File: config.mk
export PLATFORM = sky130hd
export DESIGN_NAME = inst_fetch_ctrl_flat
export DESIGN_NICKNAME = d
export VERILOG_FILES = /design/src/rtl/inst_fetch_ctrl_if.sv /design/src/rtl/inst_fetch_ctrl.sv /design/src/flat_wrapper.sv
export SDC_FILE = /design/constraint.sdc
export NUM_CORES = 1
export LEC_CHECK = 0
export ABC_AREA = 1
export CORE_AREA = 2 2 239 241
export CTS_CLUSTER_DIAMETER = 30
export CTS_CLUSTER_SIZE = 25
export DETAILED_ROUTE_END_ITERATION = 12
export DIE_AREA = 0 0 241 243
export GPL_ROUTABILITY_DRIVEN = 0
export PLACE_DENSITY = 0.5
export SYNTH_ARGS = -nofsm -noshare
export SYNTH_HDL_FRONTEND = slang
export SYNTH_SLANG_ARGS = --single-unit
export TNS_END_PERCENT = 1
File: constraint.sdc
create_clock -name clk -period 11 [get_ports clk]
set_input_delay 1.65 -clock clk [delete_from_list [all_inputs] [get_ports clk]]
set_output_delay 1.65 -clock clk [all_outputs]
set_load 0.01 [all_outputs]
File: src/rtl/inst_fetch_ctrl_if.sv
// Fetch-side bus: instruction memory request/response plus the decode valid/ready handshake.
// master is the fetch controller; slave is memory plus decode.
interface inst_fetch_ctrl_if;
  logic [31:0] mem_address;
  logic [31:0] mem_instruction;
  logic        inst_valid;
  logic        inst_ready;
  logic [31:0] inst_out;
  logic [31:0] inst_pc;

  modport master (
    output mem_address,
    input  mem_instruction,
    output inst_valid,
    input  inst_ready,
    output inst_out,
    output inst_pc
  );

  modport slave (
    input  mem_address,
    output mem_instruction,
    input  inst_valid,
    output inst_ready,
    input  inst_out,
    input  inst_pc
  );
endinterface

File: src/rtl/inst_fetch_ctrl.sv
// Instruction fetch sequencer: holds each address MEM_LATENCY cycles, buffers {pc, instruction}
// in a prefetch FIFO for decode, and flushes on redirect.
module inst_fetch_ctrl #(
  parameter int unsigned DEPTH       = 4,
  parameter int unsigned MEM_LATENCY = 1,
  parameter logic [31:0] RESET_PC    = 32'h0000_0000
) (
  input  logic                clk,
  input  logic                rst,
  input  logic                redirect,
  input  logic [31:0]         redirect_pc,
  output logic [31:0]         fetch_count,
  inst_fetch_ctrl_if.master   bus
);

  localparam int unsigned PtrW = (DEPTH > 1) ? $clog2(DEPTH) : 1;
  localparam int unsigned CntW = (MEM_LATENCY > 1) ? $clog2(MEM_LATENCY) : 1;
  localparam logic [PtrW:0]   OccFull = (PtrW + 1)'(DEPTH);
  localparam logic [CntW-1:0] LastCnt = CntW'(MEM_LATENCY - 1);

  typedef enum logic [0:0] {StFetch, StFull} state_e;

  state_e          state_q, state_d;
  logic [31:0]     fetch_pc_q, fetch_pc_d;
  logic [31:0]     count_q, count_d;
  logic [CntW-1:0] cnt_q, cnt_d;
  logic [PtrW-1:0] wptr_q, wptr_d, rptr_q, rptr_d;
  logic [PtrW:0]   occ_q, occ_d;
  logic [31:0]     pc_mem  [DEPTH];
  logic [31:0]     ins_mem [DEPTH];
  logic            push, pop;
  logic            unused_pc_bits;

  assign unused_pc_bits = ^redirect_pc[1:0];

  always_comb begin
    pop        = (occ_q != '0) && bus.inst_ready;
    push       = 1'b0;
    state_d    = state_q;
    fetch_pc_d = fetch_pc_q;
    count_d    = count_q;
    cnt_d      = cnt_q;
    wptr_d     = wptr_q;
    rptr_d     = rptr_q;
    occ_d      = occ_q;
    if (redirect) begin
      // Flush wins over any completing fetch and any same-cycle pop.
      state_d    = StFetch;
      fetch_pc_d = {redirect_pc[31:2], 2'b00};
      cnt_d      = '0;
      wptr_d     = '0;
      rptr_d     = '0;
      occ_d      = '0;
    end else begin
      unique case (state_q)
        StFetch: begin
          if (cnt_q == LastCnt && occ_q != OccFull) begin
            push       = 1'b1;
            cnt_d      = '0;
            fetch_pc_d = fetch_pc_q + 32'd4;
            count_d    = count_q + 32'd1;
          end else if (cnt_q != LastCnt) begin
            cnt_d = cnt_q + CntW'(1);
          end
        end
        StFull: begin
          if (pop) cnt_d = '0;
        end
        default: ;
      endcase
      if (push) wptr_d = wptr_q + PtrW'(1);
      if (pop)  rptr_d = rptr_q + PtrW'(1);
      occ_d = occ_q + {{PtrW{1'b0}}, push} - {{PtrW{1'b0}}, pop};
      if (state_q == StFetch) state_d = (occ_d == OccFull) ? StFull : StFetch;
      else if (pop)           state_d = StFetch;
    end
  end

  always_ff @(posedge clk) begin
    if (rst) begin
      state_q    <= StFetch;
      fetch_pc_q <= RESET_PC;
      count_q    <= '0;
      cnt_q      <= '0;
      wptr_q     <= '0;
      rptr_q     <= '0;
      occ_q      <= '0;
    end else begin
      state_q    <= state_d;
      fetch_pc_q <= fetch_pc_d;
      count_q    <= count_d;
      cnt_q      <= cnt_d;
      wptr_q     <= wptr_d;
      rptr_q     <= rptr_d;
      occ_q      <= occ_d;
    end
  end

  always_ff @(posedge clk) begin
    if (push && !rst) begin
      pc_mem[wptr_q]  <= fetch_pc_q;
      ins_mem[wptr_q] <= bus.mem_instruction;
    end
  end

  assign bus.mem_address = fetch_pc_q;
  assign bus.inst_valid  = (occ_q != '0);
  assign bus.inst_out    = (occ_q != '0) ? ins_mem[rptr_q] : 32'h0;
  assign bus.inst_pc     = (occ_q != '0) ? pc_mem[rptr_q]  : 32'h0;
  assign fetch_count     = count_q;

endmodule

File: src/flat_wrapper.sv
// flat-port wrapper written by rule: the top's interface ports become plain ports
module inst_fetch_ctrl_flat 
#(
  parameter int unsigned DEPTH       = 4,
  parameter int unsigned MEM_LATENCY = 1,
  parameter logic [31:0] RESET_PC    = 32'h0000_0000
)
  (clk, rst, redirect, redirect_pc, fetch_count, bus_mem_address, bus_mem_instruction, bus_inst_valid, bus_inst_ready, bus_inst_out, bus_inst_pc);
  inst_fetch_ctrl_if bus_i ();
  input  logic clk;
  input  logic rst;
  input  logic redirect;
  input  logic [31:0] redirect_pc;
  output logic [31:0] fetch_count;
  output wire logic [$bits(bus_i.mem_address)-1:0] bus_mem_address;
  input wire logic [$bits(bus_i.mem_instruction)-1:0] bus_mem_instruction;
  output wire logic [$bits(bus_i.inst_valid)-1:0] bus_inst_valid;
  input wire logic [$bits(bus_i.inst_ready)-1:0] bus_inst_ready;
  output wire logic [$bits(bus_i.inst_out)-1:0] bus_inst_out;
  output wire logic [$bits(bus_i.inst_pc)-1:0] bus_inst_pc;
  assign bus_mem_address = bus_i.mem_address;
  assign bus_i.mem_instruction = bus_mem_instruction;
  assign bus_inst_valid = bus_i.inst_valid;
  assign bus_i.inst_ready = bus_inst_ready;
  assign bus_inst_out = bus_i.inst_out;
  assign bus_inst_pc = bus_i.inst_pc;
  inst_fetch_ctrl #(.DEPTH(DEPTH), .MEM_LATENCY(MEM_LATENCY), .RESET_PC(RESET_PC)) u_core (.clk(clk), .rst(rst), .redirect(redirect), .redirect_pc(redirect_pc), .fetch_count(fetch_count), .bus(bus_i));
endmodule
Word level (Yosys, flattened, before mapping):

Memories as Yosys holds them, arrays and structs flattened. A register that Yosys moved wholly into a read port is not among the register bits.
Index checks and enable logic that the tools add are counted.

* memory bits (writable): 256
* output and inout port bits: 129
* memories kept: 2
* bits in registers: 73

Memory list
* u_core.ins_mem: words 4, width 32, read ports 1, clocked after memory_dff 1, write ports 1, line inst_fetch_ctrl.sv:30 `logic [31:0] ins_mem [DEPTH];`
* u_core.pc_mem: words 4, width 32, read ports 1, clocked after memory_dff 1, write ports 1, line inst_fetch_ctrl.sv:29 `logic [31:0] pc_mem [DEPTH];`

* add/sub/neg operators: 7
* equality and inequality tests: 4
* mux-type cells: 22
* reductions and logical operators: 10
* bitwise operators: 3

Operators with widths (count)
* 32-bit two-way mux: 5
* 32-bit by 1-bit adder with 32-bit output, second input constant: 1
* 32-bit by 3-bit adder with 32-bit output, second input constant: 1
* 1-bit two-way mux: 12
* 2-bit two-way mux: 4
* 2-bit by 1-bit adder with 2-bit output, second input constant: 2
* 2-bit inequality test, second input constant: 2
* 2-bit AND reduction: 2
* 3-bit by 1-bit adder with 3-bit output: 1
* 3-bit == test, second input constant: 1
* 1-bit logical AND: 3
* 3-bit inequality test, second input constant: 1
* 1-bit NOT: 3
* 3-bit AND reduction: 1
* 3-bit nonzero test: 1
* 3-bit by 1-bit subtractor with 3-bit output: 1
* 1-bit one-hot mux with 2 select lines: 1
* 2-bit nonzero test: 1
* 2-bit OR reduction: 1
* 1-bit adder, second input constant: 1
* 1-bit logical NOT: 1

Longest topological paths before layout:

* depth after elaboration: 10
* gate-level depth with buffers: 12
* gate-level depth less buffers: 12

Least setup slack after synthesis:

OpenSTA, ideal clock, no wires.

* kind: input to register
* start: input port redirect
* end: memory u_core.ins_mem[0][0] (enable)
* stages: 7
* setup slack: 5.817 ns
* arrival time: 4.701 ns
* buffers on the path: 0
* library setup time: 0.482 ns
* path through: inv_2 > nand2_1 > inv_1 > nand2_1 > inv_1 > nand2_2 > nor2_1

* word-level cells in the longest chain between the ends: 4

Ends and longest elaborated chain
* start, declared: line flat_wrapper.sv:12 `input logic redirect;`
* 1-bit two-way mux: line inst_fetch_ctrl.sv:46 `if (redirect) begin`
* 1-bit logical AND: line inst_fetch_ctrl.sv:100 `if (push && !rst) begin`
* 1-bit two-way mux: line inst_fetch_ctrl.sv:100
* 1-bit two-way mux (implied by the code): line inst_fetch_ctrl.sv:102 `ins_mem[wptr_q] <= bus.mem_instruction;`
* end, declared: line inst_fetch_ctrl.sv:30

No other way between the ends.

==> impl_metrics.toml <==
[sta]
setup_ws_ps = 5770
hold_viol_final = 0
period_share_pct = 47.5
fin_crit_ps = 5230
worst_pin_slew_ps = 1120
fmax_mhz = 191
slew_violations = 0
setup_viol = 0
rsz0062_at_grt = "false"
skew_ps = 21.3
max-slew-margin-rel_pct = 25.1
setup_tns_ps = 0

[floorplanning]
rows = 87
die_w_um = 241
initial_core_util_pct = 24.8
die_area_um2 = 58600
core-area_um2 = 56000
die_y_um = 243
ioPinCount = 197

[cells_and_area]
area_growth_pct = 39.6
nNetsFinal = 1726
final_cells = 2477
drive_gt1_share_pct = 10.1

[clock_network]
numCtsBuffers = 85
cts_tree = "yes"
cts_hold_buf = 0
clk_pin_slew_ps = 40
cts.sinks = 320
htreeDepth = 3
cts_setup_buffers = 0
clockRootBuffer = "clkbuf_16"
clock_latency_ps = 600
clockBufferDepth = 3
cts_resized = 0

[placement]
io_buffers = 190
preCtsSetupSlack_ps = 5440
dpl.hpwl_um = 24200
dp_cells = 2318

[worst_setup_path]
setup.worst_path.end_class = "output port"
crit_required_ps = 9350
path_max_fanout = 66
critPathMaxStageDelay_ps = 730
cp_cell_sequence = "clkinv_2, buf_4, o21ai_0, a21oi_1, clkdlybuf4s50_1"
crit_slowest_cell = "clkinv_2"
crit_type = "reg2out"
crit_path_start_kind = "flip-flop"
crit_arrival_ps = 3580

[detailed_routing]
drt_iter0_drc = 427
drtAntennaViolNets = 0
postRouteWirelength_um = 40900
dr.pass1.iters = 5
drc = 0
avgViaCountPerCell = 4.41
wl_per_cell_um = 16.5
num_vias = 10914

[pwr]
finalPower_mw = 4.81
power_density_nw_per_um2 = 248
vdd_drop_max_uv = 152
power_leakage_nw = 6.94

[grt]
grt_pass1_wl_um = 61800
overflow = 0
track_usage_pct = 13.9
grt_start_max_net_pins = 92
antenna_found_initial = 8
grt_pass1_vias = 10936

[logic_synthesis]
synthCells = 1421
avgSynthCellArea_um2 = 9.76
yosysSeqAreaShare_pct = 64.1
yosys.cell_types.count = 37
ys_warn_count = 0
synth_area_um2 = 13900
synth_seq_cells = 320

[flow_run]
max_cap_violations = 0

[min_path]
hp-class = "reg2reg"

[run_status]
status = "complete, no violations"
registers in the layout (all words and copies together) (netlist names), named ones only:
name / count
u_core.state_q: 1
u_core.pc_mem: 120
u_core.bus.mem_address: 30
u_core.ins_mem: 128
u_core.rptr_q: 2
u_core.wptr_q: 2
u_core.occ_q: 3
u_core.fetch_count: 32
worst max-delay path, delay by kind of cell (launching register included):
family | cells | cell delay [ps]
compound gates | 2 | 340
buf+inv | 3 | 1990
flops | 1 | 600
final timing paths:
kind	startpoint	end	slack (ps)	cells past startpoint
worst max-delay path	flip-flop	bus_inst_pc[14]	5770	5
worst min-delay path	u_core.rptr_q[0]	flip-flop	470	1
worst max register to register	u_core.occ_q[1]	u_core.ins_mem[1][24]	7390	7
worst min register to register	u_core.rptr_q[0]	flip-flop	470	1
synthesized netlist by cell type:
| cell | number | area (µm²) |
|---|---|---|
| nor2_1 | 339 | 1270 |
| buf_6 | 3 | 33.8 |
| a21boi_0 | 1 | 7.51 |
| clkbuf_1 | 45 | 169 |
| nor3_1 | 8 | 40.0 |
| nand3_1 | 48 | 240 |
| dfxtp_1 | 72 | 1440 |
| a22oi_1 | 10 | 75.1 |
| a31oi_1 | 8 | 50.1 |
| nand3_2 | 1 | 10.0 |
| fa_1 | 1 | 20.0 |
| xnor2_1 | 3 | 26.3 |
| o21bai_1 | 7 | 52.6 |
| nor2_8 | 1 | 20.0 |
| nor3b_1 | 2 | 15.0 |
| o21ai_0 | 158 | 791 |
| o21ai_1 | 3 | 15.0 |
| buf_2 | 11 | 55.1 |
| nor3_4 | 1 | 16.3 |
| nor2_2 | 4 | 25.0 |
| o21a_1 | 2 | 15.0 |
| nand2_4 | 1 | 11.3 |
| o31ai_1 | 1 | 7.51 |
| o211ai_1 | 1 | 7.51 |
| buf_4 | 6 | 45.0 |
| nand4_1 | 24 | 150 |
| o22ai_1 | 1 | 6.26 |
| nand2_1 | 185 | 694 |
| a21oi_1 | 92 | 460 |
| edfxtp_1 | 248 | 7450 |
| inv_2 | 6 | 22.5 |
| xor2_1 | 5 | 43.8 |
| inv_1 | 103 | 387 |
| ha_1 | 8 | 100 |
| conb_1 | 1 | 3.75 |
| nand2_2 | 5 | 31.3 |
| nor2_4 | 6 | 67.6 |
where the power goes:
part / leakage [nW] / internal (mW) / switching (mW)
logic: 2.71 / 0.387 / 0.554
registers: 2.86 / 1.41 / 0.0641
clock network: 1.37 / 1.68 / 0.721
kinds of logic after synthesis:
family / after synthesis / synth area share, %
XOR/XNOR: 8 / 0.505
flip-flops: 320 / 64.1
other: 1 / 0.0270
adder cells (fa/ha/maj): 9 / 0.866
buffers and inverters: 174 / 5.13
AND/OR/NAND/NOR: 625 / 18.7
AO/OA/AOI/OAI: 284 / 10.7
per-stage QoR:
step	area (µm²)	util (%)	hold slack, ps
after floorplan	13900	-	436
after global placement	16600	29.6	450
after detailed placement	16600	29.6	462
after CTS	19400	34.6	474
after global routing	19400	34.6	483
final	19400	34.6	467
metal layers:
layer / vias to the layer above / part of all wire (%) / GRT usage [%]
li1: 5320 / - / -
met1: 5160 / 44 / 17.1
met2: 321 / 45 / 21.6
met3: 99 / 8.2 / 5.25
met4: 14 / 2.6 / 5.90
met5: - / 0.24 / 0
final cells by class:
cell class / count / area (µm²)
fill: 5625 / 36600
timing repair buffer: 203 / 2000
tap: 756 / 946
antenna: 1 / 2.50
sequential: 320 / 8890
clock inverter: 58 / 592
multi-input combinational: 930 / 4320
clock buffer: 100 / 2210
inverter: 109 / 410
layout by cell type, fill, tap and decap left out, types with 4 or more instances in the layout:
| cell | netlist | routed |
|---|---|---|
| clkbuf_16 | 0 | 86 |
| nor3_1 | 8 | 8 |
| clkinv_1 | 0 | 15 |
| nand2_2 | 5 | 5 |
| o21ai_0 | 158 | 158 |
| nand3_1 | 48 | 48 |
| a31oi_1 | 8 | 8 |
| nand2_1 | 185 | 185 |
| a22oi_1 | 10 | 10 |
| nor2_1 | 339 | 335 |
| nor2_2 | 4 | 4 |
| ha_1 | 8 | 8 |
| o21bai_1 | 7 | 7 |
| edfxtp_1 | 248 | 248 |
| conb_1 | 1 | 4 |
| dfxtp_1 | 72 | 70 |
| inv_1 | 103 | 103 |
| a21oi_1 | 92 | 92 |
| clkinv_2 | 0 | 21 |
| inv_2 | 6 | 5 |
| inv_6 | 0 | 4 |
| buf_4 | 6 | 13 |
| clkdlybuf4s50_1 | 0 | 190 |
| nor2_4 | 6 | 10 |
| clkbuf_1 | 45 | 13 |
| bufinv_16 | 0 | 11 |
| clkinvlp_4 | 0 | 6 |
| nand4_1 | 24 | 24 |
| xor2_1 | 5 | 5 |
No activity file was read; power rests on OpenSTA's default activity.
